===== src/rtl/router_dest_pkg.sv =====
// Shared types and constants for the per-destination router output buffer.
// The parity checker in router_dest_fifo is enabled by defining ROUTER_DEST_PARITY_CHK_EN.
package router_dest_pkg;

   localparam int DEF_DATA_W  = 8;
   localparam int ADDR_W      = 2;
   localparam int DEF_TIMEOUT = 30;

   typedef struct packed {
      logic                  lfd;
      logic [DEF_DATA_W-1:0] data;
   } entry_t;

   // Header layout: payload length above the destination address field.
   function automatic logic [DEF_DATA_W-ADDR_W-1:0] hdr_len(input entry_t e);
      return e.data[DEF_DATA_W-1:ADDR_W];
   endfunction

endpackage


===== src/rtl/router_dest_timeout.sv =====
// Read-stall watchdog: counts cycles with data waiting and no read, and
// requests a flush (followed by a one-cycle soft_reset pulse) after TIMEOUT of them.
module router_dest_timeout
   import router_dest_pkg::*;
#(
   parameter int TIMEOUT = DEF_TIMEOUT
) (
   input  logic clock,
   input  logic reset,
   input  logic vld_out,
   input  logic read_enb,
   output logic flush,
   output logic soft_reset
);

   localparam int TO_W = $clog2(TIMEOUT);

   logic [TO_W-1:0] stall_cnt;
   logic            stalled;

   assign stalled = vld_out & ~read_enb;
   assign flush   = stalled & (stall_cnt == TO_W'(TIMEOUT - 1));

   always_ff @(posedge clock) begin
      if (reset) begin
         stall_cnt  <= '0;
         soft_reset <= 1'b0;
      end else begin
         soft_reset <= flush;
         if (flush || !stalled) begin
            stall_cnt <= '0;
         end else begin
            stall_cnt <= stall_cnt + TO_W'(1);
         end
      end
   end

endmodule


===== src/rtl/router_dest_fifo.sv =====
// Per-destination output FIFO with packet-boundary tracking and read-timeout flush.
// Optional parity check of each packet is built when ROUTER_DEST_PARITY_CHK_EN is defined.
module router_dest_fifo
   import router_dest_pkg::*;
#(
   parameter int DATA_W  = DEF_DATA_W,
   parameter int DEPTH   = 16,
   parameter int TIMEOUT = DEF_TIMEOUT
) (
   input  logic              clock,
   input  logic              reset,
   input  logic              write_enb,
   input  logic              lfd_state,
   input  logic [DATA_W-1:0] data_in,
   input  logic              read_enb,
   output logic [DATA_W-1:0] data_out,
   output logic              vld_out,
   output logic              full,
   output logic              soft_reset,
   output logic              busy_pkt
`ifdef ROUTER_DEST_PARITY_CHK_EN
   ,
   output logic              parity_err
`endif
);

   localparam int PTR_W = $clog2(DEPTH);
   localparam int CNT_W = PTR_W + 1;
   localparam int LEN_W = DATA_W - ADDR_W;
   localparam int PKT_W = LEN_W + 1;

   typedef struct packed {
      logic              lfd;
      logic [DATA_W-1:0] data;
   } slot_t;

   slot_t            mem [DEPTH];
   slot_t            head;
   logic [PTR_W-1:0] wr_ptr;
   logic [PTR_W-1:0] rd_ptr;
   logic [CNT_W-1:0] count;
   logic [CNT_W-1:0] count_next;
   logic [PKT_W-1:0] pkt_cnt;
   logic             pkt_last;
   logic             do_write;
   logic             do_read;
   logic             flush;

   router_dest_timeout #(
      .TIMEOUT (TIMEOUT)
   ) u_timeout (
      .clock      (clock),
      .reset      (reset),
      .vld_out    (vld_out),
      .read_enb   (read_enb),
      .flush      (flush),
      .soft_reset (soft_reset)
   );

   // A write is lost while full (even alongside a read), and during the flush
   // edge and the soft_reset pulse that follows it.
   assign do_write   = write_enb & ~full & ~flush & ~soft_reset;
   assign do_read    = read_enb & vld_out;
   assign head       = mem[rd_ptr];
   assign pkt_last   = (pkt_cnt == PKT_W'(1));
   assign count_next = count + CNT_W'(do_write) - CNT_W'(do_read);

   always_ff @(posedge clock) begin
      if (do_write) begin
         mem[wr_ptr] <= '{lfd: lfd_state, data: data_in};
      end
   end

   // Pointer, occupancy, read data and packet tracking state.
   always_ff @(posedge clock) begin
      if (reset || flush) begin
         wr_ptr   <= '0;
         rd_ptr   <= '0;
         count    <= '0;
         full     <= 1'b0;
         vld_out  <= 1'b0;
         data_out <= '0;
         pkt_cnt  <= '0;
         busy_pkt <= 1'b0;
      end else begin
         if (do_write) begin
            wr_ptr <= wr_ptr + PTR_W'(1);
         end
         if (do_read) begin
            rd_ptr   <= rd_ptr + PTR_W'(1);
            data_out <= head.data;
            if (head.lfd) begin
               pkt_cnt  <= {1'b0, head.data[DATA_W-1:ADDR_W]} + PKT_W'(1);
               busy_pkt <= 1'b1;
            end else if (busy_pkt) begin
               pkt_cnt <= pkt_cnt - PKT_W'(1);
               if (pkt_last) begin
                  busy_pkt <= 1'b0;
               end
            end
         end
         count   <= count_next;
         full    <= (count_next == CNT_W'(DEPTH));
         vld_out <= (count_next != '0);
      end
   end

`ifdef ROUTER_DEST_PARITY_CHK_EN
   logic [DATA_W-1:0] parity_acc;

   // Running XOR of header and payload; the final byte of a packet is its parity.
   always_ff @(posedge clock) begin
      if (reset || flush) begin
         parity_acc <= '0;
         parity_err <= 1'b0;
      end else begin
         parity_err <= 1'b0;
         if (do_read) begin
            if (head.lfd) begin
               parity_acc <= head.data;
            end else if (busy_pkt) begin
               if (pkt_last) begin
                  parity_err <= (head.data != parity_acc);
                  parity_acc <= '0;
               end else begin
                  parity_acc <= parity_acc ^ head.data;
               end
            end
         end
      end
   end
`endif

endmodule

===== config.mk =====
export PLATFORM = sky130hd
export DESIGN_NAME = router_dest_fifo
export DESIGN_NICKNAME = d
export VERILOG_FILES = /design/src/rtl/router_dest_pkg.sv /design/src/rtl/router_dest_timeout.sv /design/src/rtl/router_dest_fifo.sv
export SDC_FILE = /design/constraint.sdc
export NUM_CORES = 1
export LEC_CHECK = 0
export BUFFER_PORTS_ARGS = -buffer_cell sky130_fd_sc_hd__buf_2
export CORE_ASPECT_RATIO = 1.5
export CORE_MARGIN = 2
export CORE_UTILIZATION = 30
export CTS_BUF_LIST = sky130_fd_sc_hd__clkbuf_4
export DETAILED_ROUTE_END_ITERATION = 8
export GPL_ROUTABILITY_DRIVEN = 0
export PLACE_DENSITY = 0.55
export SYNTH_ARGS = -nofsm -noshare
export SYNTH_HDL_FRONTEND = slang
export SYNTH_HIERARCHICAL = 1
export SYNTH_SLANG_ARGS = --single-unit

===== constraint.sdc =====
create_clock -name clock -period 6.3 [get_ports clock]
set_input_delay 0.315 -clock clock [delete_from_list [all_inputs] [get_ports clock]]
set_output_delay 0.315 -clock clock [all_outputs]
set_load 0.01 [all_outputs]

==> results, run 1 <==
- The library cell with the highest instance count after synthesis is sky130_fd_sc_hd__edfxtp_1.
- Derived from the worst setup path, the maximum achievable clock frequency is 0.2993 GHz.
- Of all flip-flops after synthesis, the portion carrying an async set or reset was 0%.
- Counting distinct cell types in the post-synthesis netlist gives 47.
- In this run the register-to-register setup slack is 2960 ps.
- The hold violation total from the final report was 0.
- The register area is 5146 um^2.
- For the worst setup path, the data required time is 6800 ps.
- The total wirelength of the detailed-routed design is 14020 um.
- For this run, the number of Yosys warnings is 6.
- The number of setup violations in the final report is 0.
- The maximum fanout count along the critical path is 9.
- By startpoint and endpoint, the worst setup path is classified as reg -> reg.
- The time the final worst path needs with I/O delays and setup is 3341 ps.
- The final count of pins violating max slew is 0.
- The cell sitting at the root of the clock tree is a sky130_fd_sc_hd__clkbuf_4.
- By count the netlist is led by sky130_fd_sc_hd__edfxtp_1 (144), sky130_fd_sc_hd__dfxtp_1 (41), sky130_fd_sc_hd__nand2_1 (39), sky130_fd_sc_hd__nor2_1 (32), sky130_fd_sc_hd__mux4_2 (26).
- The clock input transition at the sequential cells of the worst setup and hold paths is between 150 and 200 ps.
- During placement, the flow inserted port buffers numbering 24.
- The antenna violation net count after detailed routing is 0.
- By area the synthesized netlist is led by sky130_fd_sc_hd__edfxtp_1 (58%), sky130_fd_sc_hd__dfxtp_1 (11%), sky130_fd_sc_hd__mux4_2 (7.8%).
- The via count of the first global-routing pass is 3988.
- The register bit count reported by yosys is 185.
- For this run, the detailed router's first-pass iteration total came to 4.
- The initial utilization of the core area, before any placement, comes to 30.62%.
- The number of buffers and inverters on the critical path is 3.
- The capture point of the worst reg-to-reg path is full.
- The die covers 26340 um^2.
- The cell count after placement is 790.
- When the netlist entered floorplanning its net count stood at approximately 490.
- Across the run, the number of max-cap violations was 0.
- Traced cell by cell, the critical path runs through inv_1 > ha_1 > nand4_2 > nor3b_2 > nor4b_2 > inv_1 > ha_1 > inv_1 > ha_1 > fa_1 > a21o_1 > a21oi_1 > xnor2_1 > nand2_1 > nor2b_1.
- The instance area at placement is 7949 um^2.
- The post-placement setup slack is around 3000 ps.
- Among cell families on the critical path, the largest total delay comes from simple AND/OR/NAND/NOR gates.
- The worst setup path is captured at a register.
- The initial antenna violation count is 2.
- The first global-routing pass estimated 22220 um of wire.
- The finished layout holds 822 standard cells, fillers aside.
- The flow ran to the end, and the final reports show no timing, DRC or antenna violations.
- The most common flop cell mapped by yosys is sky130_fd_sc_hd__edfxtp_1.
- The number of cell instances on the worst register-to-register path is 15.
- CTS built an H-tree with a depth of 4.
- The clock latency of the later-clocked register in the worst-skew pair is 540 ps.
- The fraction of the yosys area taken by sequential cells is a little under 70%.
- After layout, the design draws a total of 2.693 mW.
- The worst slew margin relative to its limit is about a quarter.
- In the final design database the tool counted 514 nets.
- The routed via count is roughly 3800.
- The post-CTS repair timing setup buffer count is 0.
- TritonCTS built the clock tree.
- The routed length per placed instance is between 15 and 20 um.
- The multi-input combinational cell area is 2172 um^2.
- Counting instances, the worst hold path has a depth of 3.
- The total of fill cells in the finished design is between 2000 and 2500.
- The analysis attributes to cell leakage a power of 2.687 nW.
- The post-synth design cell area is 7510 um^2.
- At the pin with the least slew margin, the transition time is 1125 ps.
- The post-detailed-route DRC marker count is 0.
- The clock passes through at most 2 buffers.
- The worst slack on hold paths is 74.33 ps.
- Entering global routing, the biggest net connects 37 pins.
- The highest ir drop seen on vdd is 0.1351 mV.
- The detailed placer's ending HPWL is 9520 um.
- The area growth from synthesis to final layout is 9.330%.
- The floorplan die height is 197.8 um.
- Clock tree synthesis found a total of 185 sinks.
- In this run, the number of DRC markers left after iteration 0 of detailed routing was 226.
- The worst hold path terminates at u_timeout/soft_reset.
- The startpoint of the worst-slack reg-to-reg timing path is u_timeout/stall_cnt[1].
- The remaining global-route overflow is 0.
- The worst setup path is launched from a register.
- The number of placed I/O pins is 25.
- The horizontal die dimension is 133.2 um.
- Dividing the detail-routed via count by the number of cells gives around 4.6.
- The share of the clock period used by the worst path after layout is 53.03%.
- The worst hold path begins at reset.
- The number of buffers added to fix hold violations after cts is 0.
- The top cell type by total area after synthesis is sky130_fd_sc_hd__edfxtp_1.
- Cells with a size suffix above 1 make up around 20% of the layout.
- Post-CTS repair changed the size of 0 cells.
- The count of flip-flops with a built-in enable after synthesis is 144.
- The post-route setup TNS is 0 ps.
- At the end of the flow the core is filled with cells to about a third.
- The largest individual stage delay along the critical path comes from the cell sky130_fd_sc_hd__nor4b_2.
- The area share of the largest cell type after synthesis is 57.58%.
- The worst clock skew is 24.80 ps.
- The design area is 8210 um^2.
- The global router's overall resource usage is 11.17%.
- The path class of the lowest-slack min-delay path is in -> reg.
- The largest incremental delay on the critical path is 710 ps.
- Setup repair after global routing left no endpoint under its margin.
- After floorplanning, the core was divided into 70 placement rows.
- Synthesis handed over a netlist of 457 instances.
- The core region area is 24520 um^2.
- For the worst setup path, the data arrival time is 3840 ps.
- The number of clock buffers added by TritonCTS is 17.
- A synthesized cell averages 16.43 um^2.
- The power density relative to cell area is ~330 nW/um^2.
- The worst-case setup margin in the final layout is 2959 ps.
- The beginning of the critical path is u_timeout/stall_cnt[1].
## tightest hold or removal path: stages
cell                      delay [ps]
sky130_fd_sc_hd__buf_2           100
sky130_fd_sc_hd__nor3b_2          50
sky130_fd_sc_hd__nor2b_1         120
## area by class of cell
cell class	count	area share, %
sequential	185	62.68
timing repair buffer	30	2.012
multi-input combinational	235	26.46
clock buffer	17	1.554
inverter	16	0.7315
antenna	1	0.03048
tap	324	4.938
clock inverter	14	1.600
## how the worst max path moves through the flow
stage,end,slack (ps),cells past startpoint
final,full,2960,15
after global placement,full,3100,15
after floorplan,full,3320,15
after CTS,full,2930,15
after global routing,full,2680,15
after detailed placement,full,2950,15
## sequential cells by signal (all words and copies together) (netlist names), named ones only
name	cells
busy_pkt	1
count	5
data_out	8
full	1
mem	144
pkt_cnt	7
rd_ptr	4
u_timeout/soft_reset	1
u_timeout/stall_cnt	5
vld_out	1
wr_ptr	4
## logic make-up (layout without fill, tap and decap cells)
group,after synthesis,after routing,synth area share (%)
DFF,185,185,68.51
buffers and inverters,37,77,2.566
xor gates and xnor gates,18,18,2.099
other,0,1,0
muxes,44,44,12.80
adders and majority gates,16,16,2.766
AOI/OAI and AO/OA,43,43,3.815
and+or+nand+nor,114,114,7.447
## routing by layer
metal,track usage [%],vias to the layer above,wire (um),share of wire [%]
li1,-,1803,-,-
met1,12.67,1940,5667,40
met2,20.99,68,7844,56
met3,2.227,8,372,2.7
met4,3.546,0,132,0.94
met5,0,-,0,0
## placed cells by master, fill, tap and decap left out, types with 2 or more instances in the layout
master | netlist | final
sky130_fd_sc_hd__mux2i_1 | 6 | 6
sky130_fd_sc_hd__xnor2_1 | 9 | 9
sky130_fd_sc_hd__clkinv_4 | 0 | 2
sky130_fd_sc_hd__a21oi_1 | 15 | 15
sky130_fd_sc_hd__dfxtp_1 | 41 | 40
sky130_fd_sc_hd__nand2_1 | 39 | 39
sky130_fd_sc_hd__nor3b_2 | 2 | 2
sky130_fd_sc_hd__inv_6 | 0 | 5
sky130_fd_sc_hd__nor4_1 | 2 | 2
sky130_fd_sc_hd__nor2_1 | 32 | 32
sky130_fd_sc_hd__edfxtp_1 | 144 | 144
sky130_fd_sc_hd__nand2_2 | 2 | 2
sky130_fd_sc_hd__buf_4 | 0 | 6
sky130_fd_sc_hd__nand2b_1 | 4 | 4
sky130_fd_sc_hd__mux4_1 | 12 | 12
sky130_fd_sc_hd__and2_1 | 5 | 5
sky130_fd_sc_hd__ha_1 | 15 | 15
sky130_fd_sc_hd__nor3_1 | 8 | 8
sky130_fd_sc_hd__inv_1 | 16 | 16
sky130_fd_sc_hd__a22oi_1 | 13 | 13
sky130_fd_sc_hd__a21o_1 | 2 | 2
sky130_fd_sc_hd__nor2b_1 | 4 | 4
sky130_fd_sc_hd__o21ai_0 | 3 | 3
sky130_fd_sc_hd__clkinvlp_4 | 0 | 2
sky130_fd_sc_hd__nand4_1 | 4 | 4
sky130_fd_sc_hd__mux4_2 | 26 | 26
sky130_fd_sc_hd__xor2_1 | 9 | 9
sky130_fd_sc_hd__inv_8 | 0 | 3
sky130_fd_sc_hd__buf_2 | 5 | 24
sky130_fd_sc_hd__clkbuf_4 | 0 | 17
sky130_fd_sc_hd__nand3_1 | 5 | 5
## where the power goes
| group | leakage, nW | total, mW | internal (mW) | switching [mW] |
|---|---|---|---|---|
| registers | 1.64 | 1.45 | 1.40 | 0.0461 |
| clock network | 0.138 | 0.598 | 0.172 | 0.426 |
| logic | 0.912 | 0.648 | 0.295 | 0.353 |
| total | 2.69 | 2.69 | 1.87 | 0.825 |
(Power assumes the default switching activity.)
==> run 2: changes to the inputs <==
- clock period: 6.3 -> 3.1 ns (I/O delays scaled with it)
==> results, run 2 (same netlist as run 1, synthesis figures left out) <==
- The flow ran to the end, and the final reports show no timing, DRC or antenna violations.
- The core region area is 24520 um^2 (unchanged).
- The leakage power figure was 2.835 nW (+5.5%).
- The worst setup path is captured at a register.
- In this run the worst hold path is classified as in -> reg.
- The TritonCTS sink count is 185 (unchanged).
- The ratio of cells with drive above 1 in the final layout was 21.18% (+1.5 points).
- The number of nets in the finished design is 541 (+5.3%).
- The data required time of the worst path is 3590 ps (-3210 ps).
- The largest registers in the layout are mem x144, data_out x8, pkt_cnt x7.
- The maximum number of pins on one net before global-route repair is 37 (unchanged).
- The initial antenna violation count is 1 (-1).
- The post-route setup TNS was 0 ps (unchanged).
- The effective utilization at floorplan is 30.62% (unchanged).
- The register area is 5146 um^2 (unchanged).
- The design area is 8482 um^2 (+3.3%).
- The post-detailed-route DRC marker count is 0 (unchanged).
- The floorplan die height is 197.8 um (unchanged).
- The kind of launch point of the worst setup path is a register.
- The maximum fanout count along the critical path is 3 (-6).
- The clock input transition at the sequential cells of the worst setup and hold paths came to 150 ps (about the same).
- The clock latency of the later-clocked register in the worst-skew pair is 560 ps (+20 ps).
- The area growth from synthesis to final layout is 12.95%.
- The total clock buffers created by CTS came to 17 (unchanged).
- The highest ir drop seen on vdd is 0.3384 mV (+150%).
- The number of DRC violations after detailed-routing iteration 0 is 224 (-0.88%).
- The cell count after placement came to 806 (+2.0%).
- The worst clock skew is 19.51 ps (-5.286 ps).
- The critical path in this run is classified as reg -> reg.
- The startpoint identified for the worst hold timing path is read_enb.
- The arrival time of data at the critical path endpoint came to 3320 ps (-520 ps).
- The number of gates resized after CTS was 0 (unchanged).
- The horizontal die dimension came to 133.2 um (unchanged).
- The top cell types in the final layout, fill and taps aside, are sky130_fd_sc_hd__edfxtp_1 (144), sky130_fd_sc_hd__dfxtp_1 (40), sky130_fd_sc_hd__nand2_1 (39).
- The remaining global-route overflow is 0 (unchanged).
- Setup repair after global routing left no endpoint under its margin.
- The number of optimization iterations in the first detailed-route pass came to 4 (unchanged).
- The total of fill cells in the finished design came to 2384 (+0.55%).
- The register ranked first by flip-flop count is mem.
- The routed length per placed instance is 17.40 um (+2.0%).
- The non-filler instance count after layout is 849 (+3.3%).
- The multi-input combinational cell area was 2172 um^2 (unchanged).
- The flip-flop count of the largest register, all copies and words added was 144 (unchanged).
- The maximum frequency from static timing analysis is 0.3528 GHz (+18%).
- The share of the clock period used by the worst path after layout came to 91.43% (+38 points).
- The routed via count is 3954 (+3.5%).
- The via count of the first global-routing pass is 4113 (+3.1%).
- The number of levels in the clock H-tree was 4 (unchanged).
- The detailed placer's ending HPWL came to 10020 um (+5.2%).
- The full die area is 26340 um^2 (unchanged).
- The total wirelength of the detailed-routed design is 14770 um (+5.4%).
- The average via count per standard cell is 4.657 (+0.24%).
- The number of port buffers is 24 (unchanged).
- The instance area at placement is 8094 um^2 (+1.8%).
- The actual transition at the worst max-transition pin is 986.0 ps (-139.2 ps).
- The antenna violation net count after detailed routing is 0 (unchanged).
- The overall power after layout was 5.600 mW (+110%).
- The clock tree root driver cell is sky130_fd_sc_hd__clkbuf_4.
- Tracing the worst setup path back leads to its startpoint at u_timeout/stall_cnt[1].
- TritonCTS built the clock tree.
- The power density relative to cell area is 660.2 nW/um^2 (+100%).
- The startpoint identified for the worst register-to-register timing path is u_timeout/stall_cnt[1].
- The number of buffers on the longest clock path is 2 (unchanged).
- The number of max-cap violations came to 0 (unchanged).
- The time the final worst path needs with I/O delays and setup is 2834 ps (-506.8 ps).
- The number of placed I/O pins is 25 (unchanged).
- The total number of placement rows came to 70 (unchanged).
- The worst slew margin relative to its limit is 32.39% (+7.7 points).
- The number of setup violations in the final report came to 0 (unchanged).
- The worst slack on hold paths is 120.4 ps (+46.05 ps).
- The global router's overall resource usage is 11.77% (+0.60 points).
- The final count of pins violating max slew is 0 (unchanged).
- The wire length of the first global-routing pass is 23190 um (+4.4%).
- The library cell used most frequently in the layout, excluding fill and tap cells, is sky130_fd_sc_hd__edfxtp_1.
- The hold violation total from the final report is 0 (unchanged).
==> run 2: cell count changes in the layout (fill, tap and decap cells not counted), sizes merged <==
| cell | delta |
|---|---|
| buf | +16 |
| clkinv | +3 |
| inv | -4 |
| bufinv | +2 |
| dlygate4sd3 | +11 |
| clkinvlp | -1 |
==> run 2: per-layer routing <==
layer  track usage (%)  vias to the layer above  routed length (um)
met1             13.34                     2019                6075
li1                  -                     1859                   -
met3             2.432                       14                 384
met4             3.783                        0                 187
met2             22.03                       62                8122
met5                 0                        -                   0
==> run 2: area by class of cell <==
class / count / share of cell area [%]
sequential: 185 / 60.67
multi-input combinational: 235 / 25.61
timing repair buffer: 57 / 4.956
tap: 324 / 4.779
clock inverter: 14 / 1.741
clock buffer: 17 / 1.505
inverter: 16 / 0.7081
antenna: 1 / 0.02950
==> run 2: critical path: stages, from the launching register on <==
cell and delay, ps:
sky130_fd_sc_hd__dfxtp_1 380, sky130_fd_sc_hd__inv_1 60, sky130_fd_sc_hd__ha_1 180, sky130_fd_sc_hd__nand4_2 120
sky130_fd_sc_hd__nor3b_2 80, sky130_fd_sc_hd__nor4b_2 260, sky130_fd_sc_hd__inv_1 70, sky130_fd_sc_hd__ha_1 280
sky130_fd_sc_hd__inv_1 40, sky130_fd_sc_hd__ha_1 190, sky130_fd_sc_hd__fa_1 400, sky130_fd_sc_hd__a21o_1 170
sky130_fd_sc_hd__a21oi_1 170, sky130_fd_sc_hd__xnor2_1 130, sky130_fd_sc_hd__nand2_1 90, sky130_fd_sc_hd__nor2b_1 130
==> run 2: final timing paths <==
kind / endpoint / cells after the start / slack, ps
max: full / 15 / 270
max reg2reg: full / 15 / 270
min: data_out[7] / 5 / 120
min reg2reg: data_out[0] / 2 / 460
==> run 2: repair_timing <==
action                     4_1_cts  5_1_grt
setup buffers                    0        0
setup endpoints to repair        0        1
hold buffers                    11        0
hold endpoints to repair       157        0
==> run 2: metrics by stage <==
step	utilization (%)	setup slack [ps]
after CTS	34.58	180.4
after detailed placement	33.01	245.5
final	34.59	265.7
after global routing	34.59	32.54
after global placement	33.01	342.6
after floorplan	-	124.2
==> run 2: where the power goes <==
group,total (mW),switching (mW),internal (mW)
clock network,1.29,0.811,0.481
registers,2.95,0.102,2.85
logic,1.36,0.719,0.640
